<file path="config.mk">
export PLATFORM = sky130hd
export DESIGN_NAME = apb_timeout_guard
export DESIGN_NICKNAME = d
export VERILOG_FILES = /design/src/rtl/apb_timeout_guard.sv
export SDC_FILE = /design/constraint.sdc
export NUM_CORES = 1
export LEC_CHECK = 0
export CORE_AREA = 2 2 96 98
export CTS_CLUSTER_DIAMETER = 150
export DETAILED_ROUTE_END_ITERATION = 8
export DIE_AREA = 0 0 98 100
export PLACE_DENSITY = 0.73
export SLEW_MARGIN = 40
export SYNTH_ARGS = -nofsm -noshare
export SYNTH_HDL_FRONTEND = slang
export SYNTH_SLANG_ARGS = --single-unit
</file>
<file path="constraint.sdc">
create_clock -name clk_i -period 4 [get_ports clk_i]
set_input_delay 0.4 -clock clk_i [delete_from_list [all_inputs] [get_ports clk_i]]
set_output_delay 0.4 -clock clk_i [all_outputs]
set_load 0.05 [all_outputs]
</file>
<file path="src/rtl/apb_timeout_guard.sv">
// APB pass-through that aborts an access phase stalled longer than TIMEOUT_CYCLES with PSLVERR.
// Optional macro APB_TIMEOUT_ERR_LOG_EN keeps the last abort address and a saturating abort count.
module apb_timeout_guard #(
  parameter int unsigned APB_ADDR_WIDTH = 32,
  parameter int unsigned APB_DATA_WIDTH = 32,
  parameter int unsigned TIMEOUT_CYCLES = 1024
) (
  input  logic                      clk_i,
  input  logic                      rst_ni,
  input  logic                      slv_psel_i,
  input  logic                      slv_penable_i,
  input  logic                      slv_pwrite_i,
  input  logic [APB_ADDR_WIDTH-1:0] slv_paddr_i,
  input  logic [APB_DATA_WIDTH-1:0] slv_pwdata_i,
  output logic [APB_DATA_WIDTH-1:0] slv_prdata_o,
  output logic                      slv_pready_o,
  output logic                      slv_pslverr_o,
  output logic                      mst_psel_o,
  output logic                      mst_penable_o,
  output logic                      mst_pwrite_o,
  output logic [APB_ADDR_WIDTH-1:0] mst_paddr_o,
  output logic [APB_DATA_WIDTH-1:0] mst_pwdata_o,
  input  logic [APB_DATA_WIDTH-1:0] mst_prdata_i,
  input  logic                      mst_pready_i,
  input  logic                      mst_pslverr_i,
  output logic                      err_o,
  output logic [APB_ADDR_WIDTH-1:0] err_addr_o,
  output logic [7:0]                err_cnt_o
);

  localparam int unsigned CNT_W = $clog2(TIMEOUT_CYCLES);
  localparam logic [CNT_W-1:0] CNT_LAST = CNT_W'(TIMEOUT_CYCLES - 1);
  localparam logic [APB_DATA_WIDTH+31:0] ERR_EXT = {{APB_DATA_WIDTH{1'b0}}, 32'hDEADBEEF};
  localparam logic [APB_DATA_WIDTH-1:0] ERR_DATA = ERR_EXT[APB_DATA_WIDTH-1:0];

  typedef enum logic [1:0] {ST_IDLE, ST_SETUP, ST_ACCESS, ST_ABORT} state_e;

  state_e           r_state;
  state_e           w_state;
  state_e           w_state_nxt;
  logic [CNT_W-1:0] r_cnt;
  logic [CNT_W-1:0] w_cnt_nxt;

  always_ff @(posedge clk_i or negedge rst_ni) begin
    if (!rst_ni) begin
      r_state <= ST_IDLE;
      r_cnt   <= '0;
    end else begin
      r_state <= w_state_nxt;
      r_cnt   <= w_cnt_nxt;
    end
  end

  // The setup cycle is recognised in the cycle it is presented, so the
  // registered state is ACCESS with a zero count on the first access cycle.
  always_comb begin
    w_state     = ST_IDLE;
    w_state_nxt = ST_IDLE;
    w_cnt_nxt   = '0;

    if (r_state == ST_ABORT) begin
      w_state = ST_ABORT;
    end else if (!slv_psel_i) begin
      w_state = ST_IDLE;
    end else if (!slv_penable_i) begin
      w_state = ST_SETUP;
    end else if (r_state == ST_ACCESS) begin
      w_state = ST_ACCESS;
    end else begin
      w_state = ST_IDLE;
    end

    case (w_state)
      ST_SETUP: begin
        w_state_nxt = ST_ACCESS;
      end
      ST_ACCESS: begin
        if (!mst_pready_i) begin
          if (r_cnt == CNT_LAST) begin
            w_state_nxt = ST_ABORT;
          end else begin
            w_state_nxt = ST_ACCESS;
            w_cnt_nxt   = r_cnt + 1'b1;
          end
        end
      end
      default: begin
        w_state_nxt = ST_IDLE;
      end
    endcase
  end

  always_comb begin
    mst_psel_o    = slv_psel_i;
    mst_penable_o = slv_penable_i;
    mst_pwrite_o  = slv_pwrite_i;
    mst_paddr_o   = slv_paddr_i;
    mst_pwdata_o  = slv_pwdata_i;
    slv_prdata_o  = mst_prdata_i;
    slv_pready_o  = mst_pready_i;
    slv_pslverr_o = mst_pslverr_i;
    err_o         = 1'b0;

    // Abort cycle: withdraw the stalled peripheral and answer the core ourselves.
    if (w_state == ST_ABORT) begin
      mst_psel_o    = 1'b0;
      mst_penable_o = 1'b0;
      slv_prdata_o  = ERR_DATA;
      slv_pready_o  = 1'b1;
      slv_pslverr_o = 1'b1;
      err_o         = 1'b1;
    end
  end

`ifdef APB_TIMEOUT_ERR_LOG_EN
  logic [APB_ADDR_WIDTH-1:0] r_err_addr;
  logic [7:0]                r_err_cnt;

  function automatic logic [7:0] sat_inc8(input logic [7:0] v);
    return (v == 8'hFF) ? v : v + 8'd1;
  endfunction

  always_ff @(posedge clk_i or negedge rst_ni) begin
    if (!rst_ni) begin
      r_err_addr <= '0;
      r_err_cnt  <= '0;
    end else if (r_state == ST_ABORT) begin
      r_err_addr <= slv_paddr_i;
      r_err_cnt  <= sat_inc8(r_err_cnt);
    end
  end

  assign err_addr_o = r_err_addr;
  assign err_cnt_o  = r_err_cnt;
`else
  assign err_addr_o = '0;
  assign err_cnt_o  = '0;
`endif

endmodule

</file>
==> flow_metrics.py <==
metrics = {
    "drt": {
        "first_iter_violations": 33,
        "wl_per_cell_um": 15.27,
        "viasPerCell": 3.686,
        "first_pass_iters": 4,
        "num_vias": 1220,
        "postRouteAntennaNets": 0,
        "totalWireLength_um": 5053,
        "drc": 0,
    },
    "global_route": {
        "grt_max_degree": 31,
        "grt_pass1_wl_um": 7134,
        "grt_use_total": 0.09592,
        "grt_pass1_vias": 1189,
        "antenna_found_initial": 2,
        "grt_overflow": 0,
    },
    "synth": {
        "yosysSeqAreaShare": 0.1821,
        "yosys.area_share.simple": 0.2079,
        "synthAdderAreaFrac": 0.03035,
        "ys_async_sr_fraction": 1.000,
        "yosys_warnings": 0,
        "synth-edff-count": 0,
        "synth.mux.area_fraction": 0,
        "ys_ff_latch": 12,
        "synth-main-ff-cell": "dfrtp_1",
        "syn_area_um2": 1649,
        "synth_top_family_by_area": "buffers and inverters",
        "ys_types": 27,
        "synth_cells": 210,
        "synth_xor_xnor_area_share": 0.01593,
        "synth_compound_area_frac": 0.05615,
        "synth_area_per_cell_um2": 7.853,
    },
    "worst_setup_path": {
        "cp-start-kind": "primary input",
        "slowest_delay_ns": 0.72,
        "critical_path_class": "in -> out",
        "cp-end-kind": "output pin",
        "slowest_stage": "clkdlybuf4s50_1",
        "path_max_fanout": 30,
        "critPathBufInv": 5,
        "critPathRequiredTime_ns": 3.60,
        "path_delay_family": "buffers and inverters",
        "cp.arrival_ns": 2.86,
        "path_cells": "clkdlybuf4s50_1 > inv_1 > a22oi_1 > inv_1 > ha_1 > buf_4 > or2_2 > clkdlybuf4s50_1",
    },
    "sta": {
        "slew_viol_final": 0,
        "max_slew.worst_pin.slew_ns": 0.5554,
        "period_share": 0.8141,
        "fmax_mhz": 307.1,
        "grt_setup_unrepaired": "false",
        "setup_viol": 0,
        "final-hold-violation-count": 0,
        "min_period_ns": 3.256,
        "fin_skew_ns": 0.009597,
        "finalHoldWorstSlack_ns": 0.4874,
        "setup_tns_ns": 0,
        "slew_headroom": 0.6286,
    },
    "cells_and_area": {
        "fin_nets": 328,
        "fillerInstances": 991,
        "stdcell_count": 331,
        "fin_util": 0.2167,
        "areaGrowthSynthToFinish_pct": 16.84,
        "ff_latch_area_um2": 300.3,
        "multi_input_area_um2": 661.9,
        "drive_above_1_share": 0.1461,
    },
    "clock_network": {
        "htreeDepth": 1,
        "cts_buffers": 3,
        "clkSinkCount": 12,
        "post_cts_resized": 0,
        "cts_tree": "done",
        "cts_buffer_depth": 2,
        "hold_buffers": 0,
        "post_cts_buffers": 0,
        "cts_root_buf": "clkbuf_8",
        "clk_latency_ns": 0.24,
        "clk_pin_slew_ns": 0.05,
    },
    "power_and_ir_drop": {
        "ir_drop_uv": 265.3,
        "cell_internal_pwr_w": 0.0002633,
        "p_switching_w": 0.0002214,
        "p_clk_frac": 0.226,
        "pwr-share-comb": 0.522,
        "power_w": 0.0004847,
        "powerDensity_nw_per_um2": 251.5,
        "switching_share": 0.4568,
        "leakage_nw": 0.8385,
        "p_seq_frac": 0.252,
    },
    "floorplanning": {
        "die-area_um2": 9800,
        "ioPinCount": 245,
        "start_util": 0.1855,
        "row_count": 35,
        "chipWidth_um": 98,
        "core-area_um2": 8890,
        "die_y_um": 100,
    },
    "placed_design": {
        "hpwl_um": 4346,
        "port_buffers": 74,
        "place_congestion": 0.8917,
        "dp_cells": 327,
    },
    "min_path": {
        "hold_path_class": "reg -> reg",
    },
    "job": {
        "maxCapViolCount": 0,
    },
    "status": {
        "outcome": "complete, no violations",
    },
}
final cells by class:
class,count,area share
Antenna cell,1,0.001299
Clock buffer,3,0.02143
Inverter,9,0.01753
Multi-Input combinational cell,120,0.3435
Sequential cell,12,0.1558
Tap cell,111,0.07208
Timing Repair Buffer,75,0.3883
Yosys cell counts, types with 2 or more instances:
cell        n  area [um2]
buf_4     105       788.3
nor2_1      7       26.28
or4_1       2       15.01
nand4_1     2       12.51
nand2_1     4       15.01
a21oi_1     5       25.02
xor2_1      2       17.52
dfrtp_1    12       300.3
clkbuf_1    3       11.26
ha_1        4       50.05
nand3_1     3       15.01
inv_1       9       33.78
nor2b_1     8       50.05
or3_1       4       25.02
o21ai_0     3       15.01
or2_2      26       162.7
layer usage:
layer / wire length (um) / vias to the layer above / GRT usage
met1: 2160 / 540 / 0.1194
met2: 2058 / 125 / 0.1438
met5: 13 / - / 0
met3: 716 / 20 / 0.06058
met4: 104 / 2 / 0.01389
li1: - / 533 / -
through the flow:
step / setup slack [ns] / instance area (um2)
2_1_floorplan: 1.483 / 1795
3_3_place_gp: 0.8153 / 1883
3_5_place_dp: 0.7484 / 1883
4_1_cts: 0.7413 / 1924
5_1_grt: 0.5918 / 1924
6_report: 0.7437 / 1927
power by group through the flow:
| stage | Combinational [W] | Sequential (W) | Clock (W) |
|---|---|---|---|
| after CTS | 0.000254 | 0.000122 | 0.000108 |
| final | 0.000253 | 0.000122 | 0.000110 |
| after detailed placement | 0.000253 | 0.000124 | 0 |
| after global placement | 0.000253 | 0.000124 | 0 |
| after floorplan | 0.000378 | 0.000124 | 0 |
| after global routing | 0.000263 | 0.000122 | 0.000117 |
flip-flops by register name, summed over array words and instances (netlist names):
register	count
r_state	2
r_cnt	10
cells by family after synthesis:
group                      count (synthesis)
adders and majority gates                  4
other                                      1
DFF                                       12
and+or+nand+nor                           59
xor gates and xnor gates                   3
buffers and inverters                    117
AOI/OAI and AO/OA                         14
cell usage in the layout (no fill, tap or decap):
cell type / netlist / final
dfrtp_1: 12 / 12
xnor2_1: 1 / 1
ha_1: 4 / 4
nor3_1: 1 / 1
conb_1: 1 / 40
nand4_1: 2 / 2
xor2_1: 2 / 2
clkdlybuf4s50_1: 0 / 74
o311ai_2: 1 / 1
nand3_1: 3 / 3
nand2_1: 4 / 4
or4_1: 2 / 2
a21oi_1: 5 / 5
clkbuf_8: 0 / 3
nor2b_1: 8 / 8
or2_2: 26 / 26
o211ai_1: 1 / 1
o31ai_1: 1 / 1
o21ai_0: 3 / 3
a31oi_1: 1 / 1
or3_1: 4 / 4
buf_4: 105 / 1
and2_1: 1 / 1
nand3_2: 1 / 1
inv_1: 9 / 9
nor2_1: 7 / 7
a22oi_1: 1 / 1
a21o_1: 1 / 1
diode_2: 0 / 1
worst paths after layout:
check	start	end	slack [ns]	cells past startpoint
setup / recovery	slv_penable_i	slv_prdata_o[30]	0.74	8
min in group asynchronous	rst_ni	r_cnt[7]	0.52	1
max in group asynchronous	rst_ni	r_cnt[3]	3.11	1
hold reg to reg	r_cnt[0]	r_cnt[0]	0.49	1
hold / removal	r_cnt[0]	r_cnt[0]	0.49	1
setup reg to reg	r_cnt[0]	r_cnt[3]	2.37	4
(Power assumes the default switching activity.)
